==> src/rtl/video_pkg.sv <==
// Shared types and default widths for the DE-based video decoder.
package video_pkg;

   typedef enum logic [1:0] {
      ST_SEEK,
      ST_ACTIVE,
      ST_HBLANK,
      ST_VBLANK
   } de_state_t;

   localparam int DEF_BLANK_THRESHOLD = 1024;
   localparam int DEF_POS_WIDTH       = 11;
   localparam int DEF_DATA_WIDTH      = 24;

endpackage

==> src/rtl/video_sync2.sv <==
// Two-flop synchronizer for a bundle of asynchronous inputs. 2-cycle latency,
// all bits share one depth so they stay mutually aligned. No backpressure.
module video_sync2 #(
   parameter int WIDTH = 1
) (
   input  logic             i_clock,
   input  logic             i_reset,
   input  logic [WIDTH-1:0] async_bits,
   output logic [WIDTH-1:0] sync_bits
);

   logic [WIDTH-1:0] meta;

   always_ff @(posedge i_clock) begin
      if (i_reset) begin
         meta      <= '0;
         sync_bits <= '0;
      end else begin
         meta      <= async_bits;
         sync_bits <= meta;
      end
   end

endmodule

==> src/rtl/video_de_decoder.sv <==
// Recovers pixels, positions and frame geometry from an async pixel clock + DE stream.
// Pixel strobe 3 i_clock cycles after the edge sampling i_vga_clock high; no backpressure.
module video_de_decoder
   import video_pkg::*;
#(
   parameter int BLANK_THRESHOLD = DEF_BLANK_THRESHOLD,
   parameter int POS_WIDTH       = DEF_POS_WIDTH,
   parameter int DATA_WIDTH      = DEF_DATA_WIDTH
) (
   input  logic                  i_clock,
   input  logic                  i_reset,
   input  logic                  i_vga_clock,
   input  logic                  i_data_enable,
   input  logic [DATA_WIDTH-1:0] i_data,
   output logic                  o_pixel_valid,
   output logic [DATA_WIDTH-1:0] o_pixel,
   output logic [POS_WIDTH-1:0]  o_pos_x,
   output logic [POS_WIDTH-1:0]  o_pos_y,
   output logic                  o_frame_start,
   output logic [POS_WIDTH-1:0]  o_width,
   output logic [POS_WIDTH-1:0]  o_height,
   output logic                  o_locked,
   output logic                  o_error
);

   localparam int CNT_W = $clog2(BLANK_THRESHOLD + 1);
   localparam logic [CNT_W-1:0] THR = CNT_W'(BLANK_THRESHOLD);

   logic [DATA_WIDTH+1:0] sync_bits;
   logic                  s_vclk;
   logic                  s_de;
   logic [DATA_WIDTH-1:0] s_data;
   logic                  vclk_hist;
   logic                  tick;
   logic                  tick_q;
   logic                  de_q;
   logic [DATA_WIDTH-1:0] data_q;

   de_state_t             state, state_nxt;
   logic [POS_WIDTH-1:0]  x_cnt, x_nxt, x_inc;
   logic [POS_WIDTH-1:0]  y_cnt, y_nxt, y_inc;
   logic [CNT_W-1:0]      blank_cnt, blank_nxt, blank_inc;
   logic [POS_WIDTH-1:0]  line_w;

   logic                  emit;
   logic                  first;
   logic [POS_WIDTH-1:0]  emit_x;
   logic [POS_WIDTH-1:0]  emit_y;
   logic                  line_end;
   logic                  frame_end;

   video_sync2 #(.WIDTH(DATA_WIDTH + 2)) u_sync (
      .i_clock    (i_clock),
      .i_reset    (i_reset),
      .async_bits ({i_vga_clock, i_data_enable, i_data}),
      .sync_bits  (sync_bits)
   );

   assign s_vclk = sync_bits[DATA_WIDTH+1];
   assign s_de   = sync_bits[DATA_WIDTH];
   assign s_data = sync_bits[DATA_WIDTH-1:0];
   assign tick   = s_vclk & ~vclk_hist;

   assign x_inc     = (&x_cnt) ? x_cnt : x_cnt + POS_WIDTH'(1);
   assign y_inc     = (&y_cnt) ? y_cnt : y_cnt + POS_WIDTH'(1);
   assign blank_inc = (blank_cnt == THR) ? blank_cnt : blank_cnt + CNT_W'(1);

   always_ff @(posedge i_clock) begin
      if (i_reset) state <= ST_SEEK;
      else         state <= state_nxt;
   end

   always_comb begin
      state_nxt = state;
      x_nxt     = x_cnt;
      y_nxt     = y_cnt;
      blank_nxt = blank_cnt;
      emit      = 1'b0;
      first     = 1'b0;
      emit_x    = '0;
      emit_y    = '0;
      line_end  = 1'b0;
      frame_end = 1'b0;
      if (tick_q) begin
         case (state)
            ST_SEEK: begin
               if (de_q) begin
                  blank_nxt = '0;
               end else begin
                  blank_nxt = blank_inc;
                  if (blank_inc == THR) state_nxt = ST_VBLANK;
               end
            end
            ST_VBLANK: begin
               if (de_q) begin
                  emit      = 1'b1;
                  first     = 1'b1;
                  x_nxt     = POS_WIDTH'(1);
                  y_nxt     = '0;
                  blank_nxt = '0;
                  state_nxt = ST_ACTIVE;
               end
            end
            ST_ACTIVE: begin
               if (de_q) begin
                  emit   = 1'b1;
                  emit_x = x_cnt;
                  emit_y = y_cnt;
                  x_nxt  = x_inc;
               end else begin
                  line_end  = 1'b1;
                  blank_nxt = CNT_W'(1);
                  state_nxt = ST_HBLANK;
               end
            end
            ST_HBLANK: begin
               // Threshold already reached on entry: close the frame and keep this tick's pixel.
               if (blank_cnt == THR) begin
                  frame_end = 1'b1;
                  blank_nxt = '0;
                  if (de_q) begin
                     emit      = 1'b1;
                     first     = 1'b1;
                     x_nxt     = POS_WIDTH'(1);
                     y_nxt     = '0;
                     state_nxt = ST_ACTIVE;
                  end else begin
                     state_nxt = ST_VBLANK;
                  end
               end else if (de_q) begin
                  emit      = 1'b1;
                  emit_y    = y_inc;
                  x_nxt     = POS_WIDTH'(1);
                  y_nxt     = y_inc;
                  blank_nxt = '0;
                  state_nxt = ST_ACTIVE;
               end else begin
                  blank_nxt = blank_inc;
                  if (blank_inc == THR) begin
                     frame_end = 1'b1;
                     state_nxt = ST_VBLANK;
                  end
               end
            end
            default: state_nxt = ST_SEEK;
         endcase
      end
   end

   always_ff @(posedge i_clock) begin
      if (i_reset) begin
         vclk_hist     <= 1'b0;
         tick_q        <= 1'b0;
         de_q          <= 1'b0;
         data_q        <= '0;
         x_cnt         <= '0;
         y_cnt         <= '0;
         blank_cnt     <= '0;
         line_w        <= '0;
         o_pixel_valid <= 1'b0;
         o_pixel       <= '0;
         o_pos_x       <= '0;
         o_pos_y       <= '0;
         o_frame_start <= 1'b0;
         o_width       <= '0;
         o_height      <= '0;
         o_locked      <= 1'b0;
         o_error       <= 1'b0;
      end else begin
         vclk_hist     <= s_vclk;
         tick_q        <= tick;
         de_q          <= s_de;
         data_q        <= s_data;
         x_cnt         <= x_nxt;
         y_cnt         <= y_nxt;
         blank_cnt     <= blank_nxt;
         o_pixel_valid <= emit;
         o_frame_start <= first;
         if (emit) begin
            o_pixel <= data_q;
            o_pos_x <= emit_x;
            o_pos_y <= emit_y;
         end
         if (line_end) begin
            line_w <= x_cnt;
            if (o_locked && (x_cnt != o_width)) o_error <= 1'b1;
         end
         if (frame_end) begin
            if ((line_w == o_width) && (y_inc == o_height)) begin
               o_locked <= 1'b1;
            end else begin
               o_locked <= 1'b0;
               o_error  <= 1'b0;
            end
            o_width  <= line_w;
            o_height <= y_inc;
         end
      end
   end

endmodule
==> config.mk <==
export PLATFORM = sky130hd
export DESIGN_NAME = video_de_decoder
export DESIGN_NICKNAME = d
export VERILOG_FILES = /design/src/rtl/video_pkg.sv /design/src/rtl/video_sync2.sv /design/src/rtl/video_de_decoder.sv
export SDC_FILE = /design/constraint.sdc
export NUM_CORES = 1
export LEC_CHECK = 0
export ABC_AREA = 0
export CORE_UTILIZATION = 55
export CTS_CLUSTER_DIAMETER = 60
export CTS_CLUSTER_SIZE = 20
export DETAILED_ROUTE_END_ITERATION = 16
export HOLD_SLACK_MARGIN = 0.05
export PLACE_DENSITY = 0.79
export RECOVER_POWER = 100
export SLEW_MARGIN = 30
export SYNTH_ARGS = -nofsm -noshare
export SYNTH_HDL_FRONTEND = slang
export SYNTH_SLANG_ARGS = --single-unit
==> constraint.sdc <==
create_clock -name i_clock -period 2.89 [get_ports i_clock]
set_input_delay 0.578 -clock i_clock [delete_from_list [all_inputs] [get_ports i_clock]]
set_output_delay 0.578 -clock i_clock [all_outputs]
set_load 0.005 [all_outputs]
==> reports/metrics.csv <==
stage,metric,value,unit
status,status,"complete, but fails checks",
status,violations,slew limit,
floorplanning,dieWidth,123,um
run,drv_cap,0,
placement,dp_hpwl,12.0,mm
power,max-vdd-ir-drop,0.495,mV
route,drt_iter0_drc,439,
yosys,netlist_instances,892,
route,num_vias,6438,
critical_path,startpoint_type,register,
finish,fillers,1131,
critical_path,cp.arrival,2.96,ns
finish,regArea,3950,sq um
floorplanning,io-pin-count,100,
yosys,syn_nets,929,
grt,grt-ovfl-total,0,
grt,grt_max_degree,149,
yosys,syn_avg_cell_area,9.05,sq um
grt,grt_pass1_vias,5966,
critical_path,path_max_fanout,11,
route,drt.antenna.violating_nets,0,
floorplanning,die_y,123,um
sta,setup_tns,0,ns
clocking,ctsHoldBuffers,0,
critical_path,crit_type,register to register,
sta,min_period,2.69,ns
finish,drive_above_1_share,0.0700,
clocking,cts_buffers,17,
critical_path,worstReg2RegEnd,o_width[6],
sta,max-slew-margin-rel,-0.0133,
yosys,synth_top_area_frac,0.489,
critical_path,slowest_delay,0.41,ns
clocking,cts_buffer_depth,2,
sta,report.final.slew_viol_count,148,
critical_path,required,3.15,ns
route,route.detailed.drc,0,
sta,finalSetupViolCount,0,
clocking,htree_num_levels,4,
yosys,yosysWarnings,0,
critical_path,crit_buf_inv,2,
worst_hold_path,hold_start,vclk_hist,
clocking,cts_tree,built,
clocking,clkLatencyLatePin,0.43,ns
yosys,synth_seq_cells,197,
floorplanning,core_area,14100,sq um
route,via_per_inst,5.59,
yosys,ys_types,63,
yosys,yosys-top-cells-area,"dfxtp_1, nor2b_1, a21oi_1, nor2_1, nand2_1",
floorplanning,die_area,15200,sq um
floorplanning,start_util,0.573,
yosys,syn_area,8070,sq um
worst_hold_path,holdPathEnd,tick_q,
clocking,cts_root_buffer,clkbuf_16,
yosys,synth_ff_type,dfxtp_1,
worst_hold_path,holdPathStages,1,
sta,tightest_slew,1.52,ns
grt,antenna_found_initial,0,
yosys,ys_top_cells_by_count,"dfxtp_1, nor2_1, nand2_1, nor2b_1, a21oi_1",
grt,track_usage,0.250,
power,power_density,547,nW/um^2
placement,place_congestion,0.965,
power,p_leak,3.79,nW
critical_path,ff2ff_setup_slack,0.20,ns
yosys,yosysMostFrequentCell,dfxtp_1,
sta,fmax,0.371,GHz
route,wirelength,18.0,mm
yosys,synth_edf_count,0,
grt,grt_pass1_wl,29.4,mm
route,dr.pass1.iters,5,
finish,fin_nets,995,
sta,grt_setup_unrepaired,false,
critical_path,reg2reg_depth,10,
yosys,ys_seq_area_frac,0.489,
critical_path,critical-path-top-delay-family,compound AO/OA/AOI/OAI gates,
yosys,async_reset_ff_frac,0,
clocking,cts.reportedPaths.clkPinSlew,0.07,ns
yosys,synth_area_leader_cell,dfxtp_1,
worst_hold_path,hold_path_class,register to register,
critical_path,path_cells,inv_1 -> ha_1 -> nor4b_2 -> and3_1 -> o41ai_4 -> o2111ai_2 -> o21ai_4 -> buf_4 -> mux2i_1 -> nor2_1,
critical_path,crit_path_top_delay_cell,dfxtp_2,
floorplanning,rows,43,
finish,multiInputGateArea,3710,sq um
clocking,cts.sinks,197,
power,finalPower,5.29,mW
sta,skew,0.0136,ns
placement,io_buffers,99,
route,wl_per_cell,15.7,um
sta,timing.final.hold_violations,0,
sta,finalCritPeriodShare,0.932,
critical_path,cp-end-kind,register,
finish,num_antenna_cells,0,
finish,area_delta_synth_final,19.9,%
critical_path,worstReg2RegStart,blank_cnt[0],
-- repair_timing --
| action | CTS | global route |
|---|---|---|
| resized for setup | 0 | 2 |
| endpoints found under the setup margin | 0 | 13 |
| buffers inserted | 0 | 0 |
-- worst max-delay path by stage --
stage	to	from	slack (ns)	depth (start not counted)
CTS	o_width[6]	blank_cnt[0]	0.11	10
detailed placement	o_width[6]	blank_cnt[0]	0.13	10
finish	o_width[6]	blank_cnt[0]	0.20	10
global route	o_width[6]	blank_cnt[1]	0.05	9
floorplan	o_width[10]	blank_cnt[0]	0.46	12
global placement	o_width[3]	blank_cnt[0]	0.20	10
-- registers in the layout (all words and copies together) (netlist names), 2 cells and up --
register          count
line_w               11
u_sync.meta          26
x_cnt                11
o_width              11
data_q               24
o_height             11
y_cnt                11
o_pos_x              11
o_pos_y              11
state                 2
o_pixel              24
u_sync.sync_bits     26
blank_cnt            11
-- layout by cell type (no fill, tap or decap), types with 6 or more instances in the layout --
cell and n:
clkdlybuf4s50_1 26, a22o_1 11, nand2_1 85, a21oi_1 75
o21ai_0 18, nor3_1 9, and3_1 12, a22oi_1 10
mux2i_1 27, nor2_1 96, nand4_1 15, clkbuf_16 17
nor2b_1 85, xnor2_1 20, ha_1 9, buf_4 14
dfxtp_1 196, inv_1 15, a311oi_1 7, xor2_1 24
nand3_1 20, nor4_1 6, dlygate4sd3_1 72
-- stage by stage --
step / instances / hold WS [ns] / setup slack [ns] / instance area (sq um) / util
floorplan: 892 / 0.367 / 0.457 / 8070 / -
global placement: 1119 / 0.373 / 0.200 / 9110 / 0.646
detailed placement: 1119 / 0.395 / 0.130 / 9120 / 0.647
CTS: 1151 / 0.405 / 0.109 / 9730 / 0.690
global route: 1151 / 0.432 / 0.0493 / 9680 / 0.686
finish: 1151 / 0.405 / 0.195 / 9680 / 0.686
-- per-layer routing --
metal / global-route usage / wire length, um / vias to the layer above
met2: 0.398 / 8450 / 190
met3: 0.0549 / 879 / 29
li1: - / - / 3168
met5: 0 / 0 / -
met4: 0.104 / 380 / 0
met1: 0.327 / 8310 / 3051
-- worst register-to-register path: stages, from the launching register on --
cell and delay, ns:
dfxtp_2 0.41, inv_1 0.11, ha_1 0.20, nor4b_2 0.17, and3_1 0.29, o41ai_4 0.33
o2111ai_2 0.23, o21ai_4 0.24, buf_4 0.26, mux2i_1 0.23, nor2_1 0.06
-- power breakdown --
group	total (mW)	switching (mW)	internal (mW)
Sequential	2.77	0.0117	2.76
Combinational	0.124	0.0625	0.0616
Clock	2.40	1.12	1.28
-- logic make-up (layout without fill, tap and decap cells) --
group | count (synthesis) | in the layout | share of synthesized area
AOI/OAI and AO/OA | 168 | 168 | 0.142
xor gates and xnor gates | 44 | 44 | 0.0477
adders and majority gates | 9 | 9 | 0.0140
buffers and inverters | 86 | 165 | 0.0490
DFF | 197 | 197 | 0.489
muxes | 28 | 28 | 0.0349
and+or+nand+nor | 360 | 360 | 0.224
-- cell type report --
| cell class | instances | share of cell area |
|---|---|---|
| multi-input combinational | 609 | 0.383 |
| timing repair buffer | 117 | 0.117 |
| clock buffer | 19 | 0.0468 |
| inverter | 16 | 0.00621 |
| sequential | 197 | 0.408 |
| clock inverter | 13 | 0.0162 |
| tap | 180 | 0.0233 |
No activity file was read; power rests on OpenSTA's default activity.
